==> src/rtl/control_fsm_pkg.sv <==
// Shared encodings for the RV32I multicycle controller: opcodes, state codes,
// mux-select and ALUOp values, and the control word passed between decoder and top.
package control_fsm_pkg;

   localparam logic [6:0] OP_RTYPE  = 7'b0110011;
   localparam logic [6:0] OP_ITYPE  = 7'b0010011;
   localparam logic [6:0] OP_LWTYPE = 7'b0000011;
   localparam logic [6:0] OP_STYPE  = 7'b0100011;
   localparam logic [6:0] OP_BTYPE  = 7'b1100011;
   localparam logic [6:0] OP_JTYPE  = 7'b1101111;

   typedef enum logic [3:0] {
      S_FETCH    = 4'd0,
      S_DECODE   = 4'd1,
      S_MEMADR   = 4'd2,
      S_MEMREAD  = 4'd3,
      S_MEMWB    = 4'd4,
      S_MEMWRITE = 4'd5,
      S_EXECUTER = 4'd6,
      S_ALUWB    = 4'd7,
      S_EXECUTEI = 4'd8,
      S_JAL      = 4'd9,
      S_BEQ      = 4'd10
   } state_t;

   localparam logic [1:0] SRCA_PC    = 2'b00;
   localparam logic [1:0] SRCA_OLDPC = 2'b01;
   localparam logic [1:0] SRCA_RS1   = 2'b10;

   localparam logic [1:0] SRCB_RS2   = 2'b00;
   localparam logic [1:0] SRCB_IMM   = 2'b01;
   localparam logic [1:0] SRCB_FOUR  = 2'b10;

   localparam logic [1:0] RES_ALUOUT    = 2'b00;
   localparam logic [1:0] RES_MEMDATA   = 2'b01;
   localparam logic [1:0] RES_ALURESULT = 2'b10;

   localparam logic [2:0] ALUOP_ADD   = 3'b000;
   localparam logic [2:0] ALUOP_SUB   = 3'b001;
   localparam logic [2:0] ALUOP_FUNCT = 3'b010;

   typedef struct packed {
      logic       adr_src;
      logic       ir_write;
      logic       pc_update;
      logic       reg_write;
      logic       mem_write;
      logic       branch;
      logic [1:0] alu_src_a;
      logic [1:0] alu_src_b;
      logic [1:0] result_src;
      logic [2:0] alu_op;
   } ctrl_t;

   function automatic logic is_supported_op(input logic [6:0] op);
      return (op == OP_RTYPE) || (op == OP_ITYPE) || (op == OP_LWTYPE) ||
             (op == OP_STYPE) || (op == OP_BTYPE) || (op == OP_JTYPE);
   endfunction

endpackage

==> src/rtl/control_fsm_outdec.sv <==
// Combinational control-word decoder: (state, mem_ready) -> datapath selects and strobes.
module control_fsm_outdec
   import control_fsm_pkg::*;
(
   input  state_t i_state,
   input  logic   i_mem_ready,
   output ctrl_t  o_ctrl
);

   always_comb begin
      o_ctrl = '0;
      case (i_state)
         S_FETCH: begin
            o_ctrl.alu_src_a  = SRCA_PC;
            o_ctrl.alu_src_b  = SRCB_FOUR;
            o_ctrl.alu_op     = ALUOP_ADD;
            o_ctrl.result_src = RES_ALURESULT;
            o_ctrl.ir_write   = i_mem_ready;
            o_ctrl.pc_update  = i_mem_ready;
         end
         S_DECODE: begin
            o_ctrl.alu_src_a = SRCA_OLDPC;
            o_ctrl.alu_src_b = SRCB_IMM;
            o_ctrl.alu_op    = ALUOP_ADD;
         end
         S_MEMADR: begin
            o_ctrl.alu_src_a = SRCA_RS1;
            o_ctrl.alu_src_b = SRCB_IMM;
            o_ctrl.alu_op    = ALUOP_ADD;
         end
         S_MEMREAD: o_ctrl.adr_src = 1'b1;
         S_MEMWB: begin
            o_ctrl.result_src = RES_MEMDATA;
            o_ctrl.reg_write  = 1'b1;
         end
         // MemWrite stays asserted through the whole wait for mem_ready.
         S_MEMWRITE: begin
            o_ctrl.adr_src   = 1'b1;
            o_ctrl.mem_write = 1'b1;
         end
         S_EXECUTER: begin
            o_ctrl.alu_src_a = SRCA_RS1;
            o_ctrl.alu_src_b = SRCB_RS2;
            o_ctrl.alu_op    = ALUOP_FUNCT;
         end
         S_EXECUTEI: begin
            o_ctrl.alu_src_a = SRCA_RS1;
            o_ctrl.alu_src_b = SRCB_IMM;
            o_ctrl.alu_op    = ALUOP_FUNCT;
         end
         S_ALUWB: begin
            o_ctrl.result_src = RES_ALUOUT;
            o_ctrl.reg_write  = 1'b1;
         end
         S_JAL: begin
            o_ctrl.alu_src_a  = SRCA_OLDPC;
            o_ctrl.alu_src_b  = SRCB_FOUR;
            o_ctrl.alu_op     = ALUOP_ADD;
            o_ctrl.result_src = RES_ALUOUT;
            o_ctrl.pc_update  = 1'b1;
         end
         S_BEQ: begin
            o_ctrl.alu_src_a  = SRCA_RS1;
            o_ctrl.alu_src_b  = SRCB_RS2;
            o_ctrl.alu_op     = ALUOP_SUB;
            o_ctrl.result_src = RES_ALUOUT;
            o_ctrl.branch     = 1'b1;
         end
         default: o_ctrl = '0;
      endcase
   end

endmodule

==> src/rtl/control_fsm.sv <==
// Multicycle RV32I main controller: state register, next-state logic and
// reset-gated control outputs; the per-state control word comes from control_fsm_outdec.
module control_fsm
   import control_fsm_pkg::*;
(
   input  logic       clk,
   input  logic       reset,
   input  logic [6:0] op,
   input  logic       mem_ready,
   output logic       AdrSrc,
   output logic       IRWrite,
   output logic       PCUpdate,
   output logic       RegWrite,
   output logic       MemWrite,
   output logic       Branch,
   output logic [1:0] ALUSrcA,
   output logic [1:0] ALUSrcB,
   output logic [1:0] ResultSrc,
   output logic [2:0] ALUOp,
   output logic [3:0] state,
   output logic       illegal_op
);

   state_t r_state;
   state_t w_next;
   ctrl_t  w_dec;
   ctrl_t  w_ctrl;
   logic   w_illegal;

   always_ff @(posedge clk) begin
      if (reset) r_state <= S_FETCH;
      else       r_state <= w_next;
   end

   always_comb begin
      w_next = S_FETCH;
      case (r_state)
         S_FETCH:    w_next = mem_ready ? S_DECODE : S_FETCH;
         S_DECODE: begin
            case (op)
               OP_LWTYPE, OP_STYPE: w_next = S_MEMADR;
               OP_RTYPE:            w_next = S_EXECUTER;
               OP_ITYPE:            w_next = S_EXECUTEI;
               OP_JTYPE:            w_next = S_JAL;
               OP_BTYPE:            w_next = S_BEQ;
               default:             w_next = S_FETCH;
            endcase
         end
         S_MEMADR:   w_next = (op == OP_LWTYPE) ? S_MEMREAD : S_MEMWRITE;
         S_MEMREAD:  w_next = mem_ready ? S_MEMWB : S_MEMREAD;
         S_MEMWB:    w_next = S_FETCH;
         S_MEMWRITE: w_next = mem_ready ? S_FETCH : S_MEMWRITE;
         S_EXECUTER: w_next = S_ALUWB;
         S_EXECUTEI: w_next = S_ALUWB;
         S_ALUWB:    w_next = S_FETCH;
         S_JAL:      w_next = S_ALUWB;
         S_BEQ:      w_next = S_FETCH;
         default:    w_next = S_FETCH;
      endcase
   end

   control_fsm_outdec u_outdec (
      .i_state     (r_state),
      .i_mem_ready (mem_ready),
      .o_ctrl      (w_dec)
   );

   // Reset forces every strobe low immediately; mux selects are left as decoded.
   always_comb begin
      w_ctrl    = w_dec;
      w_illegal = (r_state == S_DECODE) && !is_supported_op(op);
      if (reset) begin
         w_ctrl.ir_write  = 1'b0;
         w_ctrl.pc_update = 1'b0;
         w_ctrl.reg_write = 1'b0;
         w_ctrl.mem_write = 1'b0;
         w_ctrl.branch    = 1'b0;
         w_illegal        = 1'b0;
      end
   end

   assign AdrSrc     = w_ctrl.adr_src;
   assign IRWrite    = w_ctrl.ir_write;
   assign PCUpdate   = w_ctrl.pc_update;
   assign RegWrite   = w_ctrl.reg_write;
   assign MemWrite   = w_ctrl.mem_write;
   assign Branch     = w_ctrl.branch;
   assign ALUSrcA    = w_ctrl.alu_src_a;
   assign ALUSrcB    = w_ctrl.alu_src_b;
   assign ResultSrc  = w_ctrl.result_src;
   assign ALUOp      = w_ctrl.alu_op;
   assign state      = r_state;
   assign illegal_op = w_illegal;

endmodule
==> config.mk <==
export PLATFORM = sky130hd
export DESIGN_NAME = control_fsm
export DESIGN_NICKNAME = d
export VERILOG_FILES = /design/src/rtl/control_fsm_pkg.sv /design/src/rtl/control_fsm_outdec.sv /design/src/rtl/control_fsm.sv
export SDC_FILE = /design/constraint.sdc
export NUM_CORES = 1
export LEC_CHECK = 0
export ABC_AREA = 1
export BUFFER_PORTS_ARGS = -buffer_cell sky130_fd_sc_hd__buf_2
export CAP_MARGIN = 20
export CORE_AREA = 4 4 41 43
export DETAILED_ROUTE_END_ITERATION = 16
export DIE_AREA = 0 0 45 47
export PLACE_DENSITY = 0.74
export SYNTH_ARGS = -nofsm -noshare
export SYNTH_HDL_FRONTEND = slang
export SYNTH_SLANG_ARGS = --single-unit
==> constraint.sdc <==
create_clock -name clk -period 1.4 [get_ports clk]
set_input_delay 0.28 -clock clk [delete_from_list [all_inputs] [get_ports clk]]
set_output_delay 0.28 -clock clk [all_outputs]
set_load 0.02 [all_outputs]
Word-level counts from Yosys, hierarchy flattened:

Index checks and enable logic that the tools add are counted.

* equal/unequal tests: 16
* multiplexer cells: 17
* reduce and logical (&&, ||, !) cells: 15

Operator list (count)
* $pmux 4 s5: 2
* $pmux 4 s6: 1
* $eq 4x3->1 const B: 4
* $eq 7x6->1 const B: 2
* $eq 7x7->1 const B: 2
* $eq 4x4->1 const B: 3
* $reduce_or 2->1: 6
* $mux 3: 3
* $eq 4x2->1 const B: 2
* $pmux 2 s2: 2
* $eq 7x2->1 const B: 1
* $eq 7x5->1 const B: 1
* $mux 1: 7
* $logic_or 1x1->1: 5
* $mux 5: 1
* $eq 4x1->1 const B: 1
* $logic_not 4->1: 1
* $reduce_or 3->1: 1
* $pmux 1 s2: 1
* $logic_and 1x1->1: 1
* $logic_not 1->1: 1

* register bits: 4
* input port bits: 10
* output and inout bits: 20
* logic and storage cells: 49

Logic depth before layout (Yosys ltp):

* word-level depth: 9
* gate-level depth with buffers: 8
* gate-level depth less buffers: 8

Hierarchy:

A second synthesis with hierarchy kept.

* cell total of the unflattened synthesis: 121
* area, all modules: 604.3 sq um

Modules (own cells, without submodules)
* control_fsm: instances 1, cells an instance 82, area an instance 424.2 sq um, sequential area each 80.1 sq um
* control_fsm_outdec: instances 1, cells an instance 39, area an instance 180.2 sq um, sequential area each 0.0 sq um

Worst setup path before layout:

No wires, ideal clock.

* kind: reg2out
* start point: register r_state[3] (netlist: state[3])
* end point: output port PCUpdate
* arrival time: 1.293 ns
* data required time: 1.120 ns
* setup slack: -0.173 ns
* cell stages (with the launch flop): 7
* path buffers: 0
* path through: dfxtp_1 inv_1 nor2_2 inv_1 nor2_4 inv_2 a21oi_1

* word-level cells in the longest chain between the ends: 3
* elaborated cells on any way between the ends: 4
* those cells by class: 1 x eq/ne; 2 x mux; 1 x reduce/logical

Ends and longest elaborated chain
* from (decl): RTL line control_fsm.sv:24 `state_t r_state;`
* from (signal assigned): RTL line control_fsm.sv:32 `else r_state <= w_next;`
* $eq 4x4->1 / $logic_not 4->1 (equally long branches): RTL line control_fsm_outdec.sv:12 `case (i_state)`
* $pmux 1 s2 *: RTL line control_fsm_outdec.sv:12
* $mux 5 *: RTL line control_fsm.sv:72 `if (reset) begin`
* to (decl): RTL line control_fsm.sv:12 `output logic PCUpdate,`

Mark *: on every way between the ends. The rest lies on a longest branch, timed or not.

Worst setup path in the final report:

* start point: register r_state[2] (netlist: state[2])
* end point: output port illegal_op

* word-level cells in the longest chain between the ends: 3

Ends and longest elaborated chain
* $eq 4x1->1: RTL line control_fsm.sv:71 `w_illegal = (r_state == S_DECODE) && !is_supported_op(op);`
* $logic_and 1x1->1: RTL line control_fsm.sv:71
* $mux 1: RTL line control_fsm.sv:72
* to (decl): RTL line control_fsm.sv:21 `output logic illegal_op`

No other way between the ends.

==> results_dict.tcl <==
set metrics [dict create \
    drc_errors 0 \
    end_kind "primary output" \
    grt_pass1_wl_mm 3.19 \
    die_h_um 47 \
    rows 13 \
    cellPowerDensity_nw_per_um2 399 \
    hold_violations 0 \
    synth_seq_cells 4 \
    start_kind "flip-flop" \
    syn_area_per_cell_um2 5.07 \
    die_w_um 45 \
    drive_above_1_share 0.658 \
    netlist_top_cells_count "nand2_1 (28), nor2_1 (21), inv_1 (18)" \
    n_fill_cell 67 \
    yosysSeqAreaShare 0.147 \
    fmax_mhz 628 \
    synth.area.top_cells "nand2_1 (19%), dfxtp_1 (15%), nor2_1 (15%)" \
    grt_pass1_vias 828 \
    fin_crit_sh 1.14 \
    synth_most_common_cell "nand2_1" \
    io_pins 30 \
    overflow 0 \
    cts_tree "built" \
    rsz0062_at_grt "true" \
    fin_util 0.877 \
    postRouteAntennaNets 0 \
    synth-warning-count 0 \
    gp_congestion 0.802 \
    cts-htree-levels 1 \
    ctsRootBufferMaster "clkbuf_4" \
    synthArstFlopShare 0 \
    clk_pin_slew_worst_paths_ps 30 \
    nets 173 \
    largest_reg_flops 4 \
    leakage_nw 0.631 \
    worst_hold_slack_ps 362 \
    first_iter_violations 36 \
    cp_data_arrival_time_ps 1310 \
    postCtsHoldBufs 0 \
    max-vdd-ir-drop_uv 479 \
    diodes 0 \
    fin_crit_ps 1590 \
    ys_types 17 \
    cp_data_required_time_ps 1120 \
    syn-num-nets 117 \
    violations "setup timing" \
    power_mw 0.455 \
    netlist_area_um2 543 \
    cts_max_path_buffers 2 \
    cts_sinks 4 \
    avgRoutedWirePerCell_um 16.2 \
    dpl.hpwl_mm 1.44 \
    vias 925 \
    initial_core_util 0.417 \
    grt_max_degree 9 \
    synth_edf_count 0 \
    routed_wl_mm 2.85 \
    fin_area_um2 1140 \
    ys.flop_type "dfxtp_1" \
    dp.cells 158 \
    die-area_um2 2120 \
    setup_violations 17 \
    setup_slack_ps -193 \
    post_drt_via_cell_ratio 5.26 \
    status "complete, but fails checks" \
    antenna_found_initial 0 \
    hp-class "in2reg" \
    clock_skew_ps 3.93 \
    cts_made_buffers 3 \
    io_buffers 28 \
    track_usage 0.201 \
    slew_viol_final 0 \
    clk_latency_ps 230 \
    placed_area_um2 796 \
    syn2layout_area_growth_pct 110 \
    maxCapViolCount 0 \
    fin_cells 176 \
    yosysTopAreaCell "nand2_1" \
    synth_top_cell_area_share 0.194 \
    dr.pass1.iters 4 \
    coreArea_um2 1300 \
    synthCells 107 \
    critPathKind "reg2out" \
    crit_fanout 4 \
]
[path summary, 6_finish.rpt]
check,from,end,slack (ps),cells past startpoint
setup / recovery,state[2],illegal_op,-190,6
hold / removal,reset,state[3],360,4
setup reg to reg,state[2],state[2],-80,10
hold reg to reg,state[0],state[3],680,4
[repair_timing]
action | 4_1_cts | 5_1_grt
gates resized for setup | 38 | 33
buffers inserted | 11 | 4
endpoints found under the setup margin | 14 | 18
pin swaps | 7 | 12
[final cells by class]
cell class | count | area (µm²) | share of cell area
multi-input cells | 80 | 509 | 0.446
well taps | 15 | 18.8 | 0.0164
flip-flops and latches | 4 | 95.1 | 0.0833
inverters | 21 | 81.3 | 0.0713
clock buffers | 3 | 22.5 | 0.0197
repair buffers | 53 | 414 | 0.363
[through the flow]
step,TNS (ps),worst slack [ps]
finish,-1920,-193
global route,-3080,-294
CTS,-962,-203
detailed placement,-50.9,-50.9
global placement,-4.61,-4.61
floorplan,0,14.5
[layer usage]
layer  global-route usage  vias to the layer above  wire, µm
li1                     -                      430         -
met1                0.187                      419      1070
met2                0.435                       60      1420
met3               0.0307                       16       204
met4               0.0585                        0       157
met5                    0                        -         0
[power by group]
| part | leakage, nW | switching [mW] | internal [mW] |
|---|---|---|---|
| logic | 0.581 | 0.112 | 0.0876 |
| registers | 0.0355 | 0.00594 | 0.111 |
| clock network | 0.0138 | 0.0426 | 0.0955 |
| total | 0.631 | 0.161 | 0.294 |
[placed cells by master, fill, tap and decap left out, types with 3 or more instances in the layout]
cell and n:
dfxtp_4 4, nand3_2 3, inv_1 10, clkbuf_4 3
nand3_1 5, buf_2 13, nor2_1 14, nand2_2 7
nor3_2 3, nor2_2 5, nor2_4 10, buf_6 13
buf_4 27, inv_2 10, nand2_1 22
[kinds of logic after synthesis]
kind of cell	synth area share
AND/OR/NAND/NOR	0.634
other	0.00691
buffers and inverters	0.166
AO/OA/AOI/OAI	0.0461
flip-flops	0.147
[critical path, cell delays in order, from the launching register on]
cell     delay [ps]
dfxtp_4         360
nor2_4          150
inv_2            70
nor3_4          160
nand2_2          90
nor3_4          120
buf_6           130
Power figures use the tool's default switching activity.
